===== config.mk =====
export PLATFORM = sky130hd
export DESIGN_NAME = hex_digit_counter
export DESIGN_NICKNAME = d
export VERILOG_FILES = /design/src/rtl/hex_digit_counter.sv
export SDC_FILE = /design/constraint.sdc
export NUM_CORES = 1
export LEC_CHECK = 0
export CAP_MARGIN = 5
export CORE_ASPECT_RATIO = 1.4
export CORE_MARGIN = 2
export CORE_UTILIZATION = 60
export DETAILED_ROUTE_END_ITERATION = 8
export DONT_BUFFER_PORTS = 1
export PLACE_DENSITY = 0.85
export SLEW_MARGIN = 20
export SYNTH_ARGS = -nofsm -noshare
export SYNTH_HDL_FRONTEND = slang
export SYNTH_SLANG_ARGS = --single-unit

===== constraint.sdc =====
create_clock -name Clock -period 3.8 [get_ports Clock]
set_clock_uncertainty 0.2 [all_clocks]
set_input_delay 0.76 -clock Clock [delete_from_list [all_inputs] [get_ports Clock]]
set_output_delay 0.76 -clock Clock [all_outputs]
set_load 0.03 [all_outputs]

===== src/rtl/hex_digit_counter.sv =====
// Rate-divided 4-bit up/down digit counter for a seven-segment display.
// Define HEX_DIGIT_BCD_EN for a decimal digit (0..9, loads above 9 clamp to 9).
module hex_digit_counter #(
  parameter int DIV = 50000000,
  parameter int CW  = 28
) (
  input  logic       Clock,
  input  logic       Resetn,
  input  logic       Enable,
  input  logic       Load,
  input  logic [3:0] D,
  input  logic       Up,
  input  logic [1:0] Speed,
  output logic [3:0] Q,
  output logic       Tick,
  output logic       Carry
);

`ifdef HEX_DIGIT_BCD_EN
  localparam logic [3:0] QMAX = 4'd9;
`else
  localparam logic [3:0] QMAX = 4'hF;
`endif

  localparam logic [CW-1:0] DIVW = CW'(DIV);
  localparam logic [CW-1:0] R1   = DIVW - CW'(1);
  localparam logic [CW-1:0] R2   = (DIVW << 1) - CW'(1);
  localparam logic [CW-1:0] R3   = (DIVW << 2) - CW'(1);

  logic [CW-1:0] dcnt;
  logic [CW-1:0] reload;
  logic [4:0]    stp;

  // Returns {wrapped, next digit}.
  function automatic logic [4:0] step_digit(input logic [3:0] q, input logic up);
    if (up)
      return (q == QMAX) ? {1'b1, 4'd0} : {1'b0, q + 4'd1};
    else
      return (q == 4'd0) ? {1'b1, QMAX} : {1'b0, q - 4'd1};
  endfunction

  function automatic logic [3:0] clamp_load(input logic [3:0] d);
`ifdef HEX_DIGIT_BCD_EN
    return (d > QMAX) ? QMAX : d;
`else
    return d;
`endif
  endfunction

  always_comb begin
    reload = '0;
    case (Speed)
      2'b00:   reload = '0;
      2'b01:   reload = R1;
      2'b10:   reload = R2;
      default: reload = R3;
    endcase
  end

  assign stp = step_digit(Q, Up);

  // Load beats a pending tick; a lowered Speed clamps the divider so the
  // next tick is never later than one new period.
  always_ff @(posedge Clock or negedge Resetn) begin
    if (!Resetn) begin
      Q     <= 4'd0;
      dcnt  <= '0;
      Tick  <= 1'b0;
      Carry <= 1'b0;
    end else if (Load) begin
      Q     <= clamp_load(D);
      dcnt  <= reload;
      Tick  <= 1'b0;
      Carry <= 1'b0;
    end else if (!Enable) begin
      Tick  <= 1'b0;
      Carry <= 1'b0;
    end else if (dcnt == '0) begin
      dcnt  <= reload;
      Q     <= stp[3:0];
      Tick  <= 1'b1;
      Carry <= stp[4];
    end else begin
      if (dcnt > reload)
        dcnt <= reload;
      else
        dcnt <= dcnt - CW'(1);
      Tick  <= 1'b0;
      Carry <= 1'b0;
    end
  end

endmodule


* Word-level counts from Yosys, hierarchy flattened
Cells that the tools add are included.
** Storage, ports and cells
- Register bits after elaboration :: 34
- Latch bits :: 0
- RAM bits :: 0
- ROM bits :: 0
- Memories :: 0
** Cells by class
- Add/subtract/negate cells :: 3
- Multipliers :: 0
- Divide/modulo/power cells :: 0
- Order comparisons :: 1
- Equal/unequal tests :: 3
- Shifts and indexed selects :: 0
- Multiplexer cells :: 17
- Bitwise gates (word level) :: 0
- Reduce and logical (&&, ||, !) cells :: 6
** Operators with widths (count)
- $mux W28 :: 4
- $pmux W28 S3 :: 1
- $gt A28 B28 Y1 :: 1
- $logic_not A28 Y1 :: 1
- $sub A28 B1 Y28 const B :: 1
- $mux W5 :: 3
- $mux W4 :: 3
- $mux W1 :: 6
- $add A4 B1 Y4 const B :: 1
- $eq A4 B4 Y1 const B :: 1
- $logic_not A4 Y1 :: 1
- $reduce_bool A2 Y1 :: 2
- $sub A4 B1 Y4 const B :: 1
- $eq A2 B1 Y1 const B :: 1
- $eq A2 B2 Y1 const B :: 1
- $logic_not A2 Y1 :: 1
- $reduce_and A2 Y1 :: 1

* Depth between registers and ports, before layout
Gate-level depths: netlist (run 1).
- Depth after elaboration :: 7
- Mapped depth :: 14
- Gate-level depth less buffers :: 12

* Worst setup path after synthesis (run 1)
Ideal clock, no wire load.
- Path type :: in2reg
- Start point :: input Speed[0]
- End point :: register dcnt[14]
- Setup time :: 139 ps
- Arrival :: 2975 ps
- Required time :: 3461 ps
- Setup slack :: 486 ps
- Stages :: 11
- Cells stage by stage :: inv_1 > ha_1 > ha_1 > nand4_1 > nor4_1 > o41ai_1 > a22o_1 > and2_1 > buf_6 > nor3_4 > nor4_2
** Between the ends
- Word-level cells in the longest chain between the ends :: 7
- Elaborated cells between the ends (all ways) :: 9
- Those cells by class :: 1 x order compare; 2 x eq/ne; 5 x mux; 1 x reduce/logical
** RTL lines
- start: declaration :: RTL line 13 : input logic [1:0] Speed,
- $eq A2 B2 Y1 (tied with other cells) :: RTL line 52 : case (Speed)
- $pmux W28 S3 (*) :: RTL line 52
- $gt A28 B28 Y1 :: RTL line 84 : if (dcnt > reload)
- $mux W28 :: RTL line 84
- $mux W28 :: RTL line 78 : end else if (dcnt == '0) begin
- $mux W28 :: RTL line 75 : end else if (!Enable) begin
- $mux W28 (*) :: RTL line 70 : end else if (Load) begin
- end signal: assignment :: RTL line 72 : dcnt <= reload;
- end signal: assignment :: RTL line 79 : dcnt <= reload;
- end signal: assignment :: RTL line 85 : dcnt <= reload;
- end: declaration :: RTL line 30 : logic [CW-1:0] dcnt;
Mark *: on every way between the ends. The rest lies on a longest branch, timed or not. The select of a mux whose other input is x is not followed.
A chain may end at the register's enable or synchronous reset.

* Worst setup path after layout (run 1)
- Start point :: register dcnt[19]
- End point :: register dcnt[21]
** Between the ends
- Word-level cells in the longest chain between the ends :: 5
- Elaborated cells between the ends (all ways) :: 7
- Those cells by class :: 1 x add/sub; 1 x order compare; 4 x mux; 1 x reduce/logical
** RTL lines (RTL line)
- $sub A28 B1 Y28 / $gt A28 B28 Y1 (equally long branches) :: 87, 84
- $mux W28 :: 84
- $mux W28 (*) :: 78
- $mux W28 (*) :: 75
- $mux W28 (*) :: 70
Marks and branches as above.

==> key figures, run 1 <==
Setup path
  – Stages on worst setup path: 10
  – WP buf/inv: 2
  – Startpoint type of the worst setup path: flop
  – CP required: 3.77 ns
  – CP max stage cell: or4_4
  – Critical path cell sequence: or4_4, or3_4, or4_4, nor4_4, nor2_1, and2_1, buf_4, buf_12, a21oi_1, o221ai_1
  – CP max FO: 10
  – Arrival time at the worst endpoint: 3.41 ns
  – Crit path max-delay family: simple AND/OR/NAND/NOR gates
  – CP endpoint kind: flop
  – Reg2Reg Depth: 10
  – Cell mode on critical path: or4_4
  – Critical path type: flop to flop
  – Worst path max stage delay: roughly 0.56 ns

Timing
  – Min Hold Slack: 0.0863 ns
  – Minimum clock period: 3.44 ns
  – Slew Limit Fails: 0
  – Final Setup Violations: 0
  – Sum Neg Setup Slack: 0 ns
  – Final period utilization: 0.905
  – Worst slew pin tran: 0.577 ns
  – Hold Vio Cnt, Final: 0
  – Max frequency: 291 MHz
  – Slew margin rel.: 0.615
  – RSZ-0062 raised after global routing: false

Routing
  – Residual DRC: 0
  – Pre-antenna DRT Iters: 8
  – Drt initial violations: ~190
  – Drt total wl: 7180 µm
  – Post-DRT Antenna Nets: 0
  – Wire per inst: 18.0 µm
  – Via count: 2685
  – Via density: around 6.7

Pwr
  – Net Switching: 0.000579 W
  – Combinational Power Share: 0.340
  – VDD IR max: 0.000284 V
  – Internal power: 0.000937 W
  – Tot Pwr: ~0.0015 W
  – Register share of total power: 0.386
  – Leakage power: about 1.3 nW
  – Clk pwr share: 0.275
  – Net Sw Frac: 0.382
  – P per Cell Area: between 400 and 500 nW/µm²

Placement
  – # port buffers: 0
  – Dpl hpwl: 5100 µm
  – Final GP Congestion: 0.946

Clocking
  – Clock tree from TritonCTS: built
  – Root Driver: clkbuf_8
  – Setup Buffers After CTS: 0
  – Clock latency on the worst-skew pair: 0.30 ns
  – H-Tree Level Count: 2
  – Total CTS buffers: 5
  – Worst-path clk slew: 0.08 ns
  – Post-CTS sizing: 0
  – CTS sink count: 34
  – Max clock buf depth: 2

Finish
  – Ratio of cells with drive above 1 in the final layout: 0.118
  – Nets: between 300 and 400
  – Layout Area Growth over Synthesis: 8.93%
  – Antenna cells: 0

Global route
  – Antenna violations before repair: 0
  – Largest net degree at the start of global routing: 35
  – Overall routing resource usage: 0.304
  – Overflow after GRT: 0
  – Vias in the first global route: 2602
  – Global-route wire length before repair: about 12000 µm

Synth
  – Average size of a mapped cell: ~8.5 µm²
  – Share of flip-flops with an asynchronous set or reset: 1.00
  – Yosys warning count: 0
  – Seq/Total Area, Yosys: 0.301
  – Yosys cell types: 54
  – Net Count, Synth: about 380
  – Synthesized area: 2830 µm²
  – Synth Flop Type: dfrtp_1
  – Synth Instances: 334
  – Count of state elements after synthesis: 34
  – Post-synth EDFFs: 0

Die
  – IO Count: 17
  – Core Region: 4540 µm²
  – Die area: 5290 µm²
  – Initial Util: 0.624
  – # rows: 29
  – Die height: 85.3 µm
  – Die Span X: 62.0 µm

Worst hold path
  – Hold Path Class: primary input to asynchronous set/reset pin

Job
  – Max_cap viols: 0

Status
  – Status: completed
==> placed cells by master, fill, tap and decap left out, drive strengths merged, types with 13 or more instances in the layout <==
master,count
dfrtp,34
nor4,15
inv,13
buf,13
nor3,23
nor2,36
ha,33
nand3,22
a21oi,20
nand2,25
==> logic make-up after synthesis <==
group,after synthesis,share of synthesized area
XOR/XNOR,2,0.00619
multiplexers,4,0.0146
flip-flops,34,0.301
AND/OR/NAND/NOR,155,0.298
buffers and inverters,30,0.0482
AO/OA/AOI/OAI,76,0.186
adder cells (fa/ha/maj),33,0.146
==> repair_timing <==
action	CTS	global route
hold buffers	1	0
hold endpoints to repair	34	0
endpoints found under the setup margin	0	0
==> metrics by stage <==
step           instances  cell area, µm²  setup WS [ns]  utilization
5_1_grt              400            3080          0.159        0.680
3_3_place_gp         391            2930          0.213        0.645
3_5_place_dp         391            2930          0.111        0.645
6_report             400            3080          0.359        0.680
2_1_floorplan        334            2830          0.486            -
4_1_cts              400            3080          0.370        0.680
==> power groups by stage <==
stage	Sequential, W	Combinational [W]	Clock (W)
3_3_place_gp	0.000582	0.000480	0
5_1_grt	0.000598	0.000581	0.000435
3_5_place_dp	0.000586	0.000496	0
4_1_cts	0.000581	0.000511	0.000421
6_report	0.000585	0.000515	0.000416
2_1_floorplan	0.000536	0.000398	0
==> flip-flops by register name, indices dropped and copies added, names as in the netlist <==
register  count
Carry         1
Q             4
Tick          1
dcnt         28
==> area by class of cell <==
| class | instances | area (µm²) |
|---|---|---|
| Fill cell | 376 | 1450 |
| Tap cell | 62 | 77.6 |
| Inverter | 13 | 48.8 |
| Timing Repair Buffer | 13 | 123 |
| Clock buffer | 5 | 68.8 |
| Multi-Input combinational cell | 270 | 1850 |
| Sequential cell | 34 | 851 |
| Clock inverter | 3 | 68.8 |
==> path summary, 6_finish.rpt <==
kind | from | to | slack [ns]
worst min-delay path | Resetn | dcnt[3] | 0.09
max in group asynchronous | Resetn | dcnt[16] | 3.14
worst min register to register | dcnt[10] | dcnt[10] | 0.33
worst max-delay path | dcnt[19] | dcnt[21] | 0.36
min in group Clock | Load | Tick | 0.32
worst max register to register | dcnt[19] | dcnt[21] | 0.36
==> routing by layer <==
| metal | global-route usage | up-vias | wire [µm] |
|---|---|---|---|
| met5 | 0 | - | 0 |
| met4 | 0.174 | 0 | 316 |
| met3 | 0.0518 | 31 | 385 |
| met2 | 0.466 | 112 | 3530 |
| met1 | 0.391 | 1274 | 2950 |
| li1 | - | 1268 | - |
==> synth_stat cells (all sizes together) (6+ instances only) <==
cell    count  share of area
nor2       36          0.048
dfrtp      34           0.30
ha         33           0.15
nand2      25          0.034
nor3       23          0.045
nand3      22          0.039
a21oi      20          0.035
nor4       15          0.050
inv        13          0.017
clkbuf     11          0.015
nand4      10          0.022
o21ai       9          0.016
or3         8          0.019
a21o        6          0.016
buf         6          0.016
or2         6          0.013
(Power assumes the default switching activity.)
==> run 2, diff against run 1 <==
--- a/config.mk
+++ b/config.mk
@@ -8,7 +8,7 @@
 export CAP_MARGIN = 5
 export CORE_ASPECT_RATIO = 1.4
 export CORE_MARGIN = 2
-export CORE_UTILIZATION = 60
+export CORE_UTILIZATION = 58
 export DETAILED_ROUTE_END_ITERATION = 8
 export DONT_BUFFER_PORTS = 1
 export PLACE_DENSITY = 0.85
==> constraint.sdc (replaced) <==
create_clock -name Clock -period 3 [get_ports Clock]
set_clock_uncertainty 0.2 [all_clocks]
set_input_delay 0.6 -clock Clock [delete_from_list [all_inputs] [get_ports Clock]]
set_output_delay 0.6 -clock Clock [all_outputs]
set_load 0.03 [all_outputs]
==> key figures, run 2 (synthesized netlist as in run 1, its figures left out) <==
Status
  – Status: finished with violations (was completed)
  – Failing checks: negative setup slack

Routing
  – Post-DRT Antenna Nets: 0 (unchanged)
  – Drt initial violations: 273 (was 185)
  – Wire per inst: 20.9 µm (was 18.0 µm)
  – Via density: 6.86 (was 6.71)
  – Via count: 3093 (was 2685)
  – Residual DRC: 0 (unchanged)
  – Pre-antenna DRT Iters: 6 (was 8)
  – Drt total wl: 9440 µm (was 7180 µm)

Finish
  – Max FFs per register: 28 (unchanged)
  – Nets: 431 (was 381)
  – Most common cell after layout, fill and taps aside: buf_4 (was nor2_1)
  – Ratio of cells with drive above 1 in the final layout: 0.307 (was 0.118)
  – Most frequent cells in the layout: buf_4 (54), dfrtp_1 (34), nor2_1 (32), ha_1 (31), nand2_1 (22) (was nor2_1 (35), dfrtp_1 (34), ha_1 (33), nand2_1 (24))
  – Layout Area Growth over Synthesis: 29.3% (was 8.93%)
  – Largest Register: dcnt (unchanged)
  – Antenna cells: 0 (unchanged)
  – Top flop regs: dcnt: 28 flops, Q: 4 flops (unchanged)
  – Fin cells: 451 (was 400)

Setup path
  – Critical path cell sequence: or4_4, or3_4, or4_4, nor4_4, nor2_2, and2_4, buf_12, buf_4, a21o_1, a22o_1 (was or4_4, or3_4, or4_4, nor4_4, nor2_1, and2_1, buf_4, buf_12, a21oi_1, o221ai_1)
  – CP max FO: 5 (was 10)
  – Worst path max stage delay: 0.55 ns (was 0.56 ns)
  – Arrival time at the worst endpoint: 3.19 ns (was 3.41 ns)
  – CP max stage cell: or4_4 (unchanged)
  – Startpoint type of the worst setup path: flop (unchanged)
  – Critical path type: flop to flop (unchanged)
  – R2r setup slk: -0.21 ns (was 0.36 ns)
  – CP endpoint kind: flop (unchanged)
  – Cell mode on critical path: or4_4 (unchanged)
  – CP required: 2.98 ns (was 3.77 ns)

Job
  – Max_cap viols: 0 (unchanged)

Timing
  – RSZ-0062 raised after global routing: true (was false)
  – Slew margin rel.: 0.571 (was 0.615)
  – Final setup margin: -0.206 ns (was 0.359 ns)
  – Hold Vio Cnt, Final: 0 (unchanged)
  – Sum Neg Setup Slack: -3.67 ns (was 0 ns)
  – Worst slew pin tran: 0.643 ns (was 0.577 ns)
  – Minimum clock period: 3.21 ns (was 3.44 ns)
  – Final Setup Violations: 29 (was 0)
  – Max frequency: 312 MHz (was 291 MHz)
  – Final period utilization: 1.07 (was 0.905)
  – Slew Limit Fails: 0 (unchanged)

Die
  – Initial Util: 0.594 (was 0.624)
  – Die area: 5460 µm² (was 5290 µm²)
  – Core Region: 4770 µm² (was 4540 µm²)
  – Die height: 86.7 µm (was 85.3 µm)
  – Die Span X: 63.0 µm (was 62.0 µm)
  – IO Count: 17 (unchanged)
  – # rows: 30 (was 29)

Global route
  – Antenna violations before repair: 0 (unchanged)
  – Overflow after GRT: 0 (unchanged)
  – Largest net degree at the start of global routing: 35 (unchanged)
  – Global-route wire length before repair: 15100 µm (was 12200 µm)
  – Vias in the first global route: 3112 (was 2602)
  – Overall routing resource usage: 0.359 (was 0.304)

Placement
  – Placed cells: 434 (was 391)
  – # port buffers: 0 (unchanged)
  – Dpl hpwl: 6270 µm (was 5100 µm)
  – Setup WS pre-CTS: -0.332 ns (was 0.111 ns)
  – Final GP Congestion: 0.987 (was 0.946)

Clocking
  – Total CTS buffers: 5 (unchanged)
  – Worst-path clk slew: 0.07 ns (was 0.08 ns)
  – Root Driver: clkbuf_8 (unchanged)
  – Max clock buf depth: 2 (unchanged)
  – Clock tree from TritonCTS: built (unchanged)
  – CTS sink count: 34 (unchanged)
  – H-Tree Level Count: 2 (unchanged)
  – Clock latency on the worst-skew pair: 0.29 ns (was 0.30 ns)

Pwr
  – VDD IR max: 0.000474 V (was 0.000284 V)
  – P per Cell Area: 570 nW/µm² (was 492 nW/µm²)
  – Leakage power: 1.61 nW (was 1.33 nW)

Worst hold path
  – Hold Path Class: primary input to flop (was primary input to asynchronous set/reset pin)
run 2: per-stage QoR:
step                total power [W]  utilization  cell area, µm²  hold slack, ns
floorplan                   0.00120            -            2880           0.104
global placement            0.00151        0.694            3310           0.105
detailed placement          0.00155        0.694            3310           0.105
CTS                         0.00198        0.755            3600           0.172
global route                0.00218        0.768            3660           0.174
finish                      0.00209        0.768            3660           0.169
run 2: worst max-delay path, delay by kind of cell (launching register included):
family	cells	cell delay, ns
buffers and inverters	2	0.28
DFF	1	0.38
and+or+nand+nor	6	1.87
AOI/OAI and AO/OA	2	0.34
run 2: repair_timing:
item / CTS / global route
setup buffers: 5 / 2
gates resized for setup: 14 / 25
hold buffers: 2 / 0
pin swaps: 4 / 7
gates cloned: 3 / 0
endpoints found under the hold margin: 34 / 0
endpoints found under the setup margin: 25 / 32
run 2: area by class of cell:
cell class,instances,area [µm²]
Inverter,13,52.6
Multi-Input combinational cell,270,2020
Tap cell,64,80.1
Fill cell,308,1110
Sequential cell,34,851
Clock buffer,7,76.3
Timing Repair Buffer,63,578
run 2: layer usage:
| layer | up-vias | routed length [µm] | part of all wire | GRT usage |
|---|---|---|---|---|
| li1 | 1363 | - | - | - |
| met1 | 1471 | 3450 | 0.36 | 0.402 |
| met2 | 201 | 4660 | 0.49 | 0.630 |
| met3 | 58 | 705 | 0.075 | 0.0610 |
| met4 | 0 | 639 | 0.068 | 0.228 |
| met5 | - | 0 | 0 | 0 |
run 2: power by group:
group | internal [W] | switching, W
clock | 0.000160 | 0.000166
combinational | 0.000509 | 0.000543
sequential | 0.000553 | 0.000155
total | 0.00122 | 0.000864
run 2: path summary, 6_finish.rpt:
kind	from	depth (start not counted)	to
worst max-delay path	dcnt[18]	10	dcnt[11]
worst min-delay path	Load	1	Tick
worst max register to register	dcnt[18]	10	dcnt[11]
worst min register to register	dcnt[9]	2	dcnt[9]
max in group asynchronous	Resetn	2	dcnt[14]
min in group asynchronous	Resetn	2	dcnt[2]
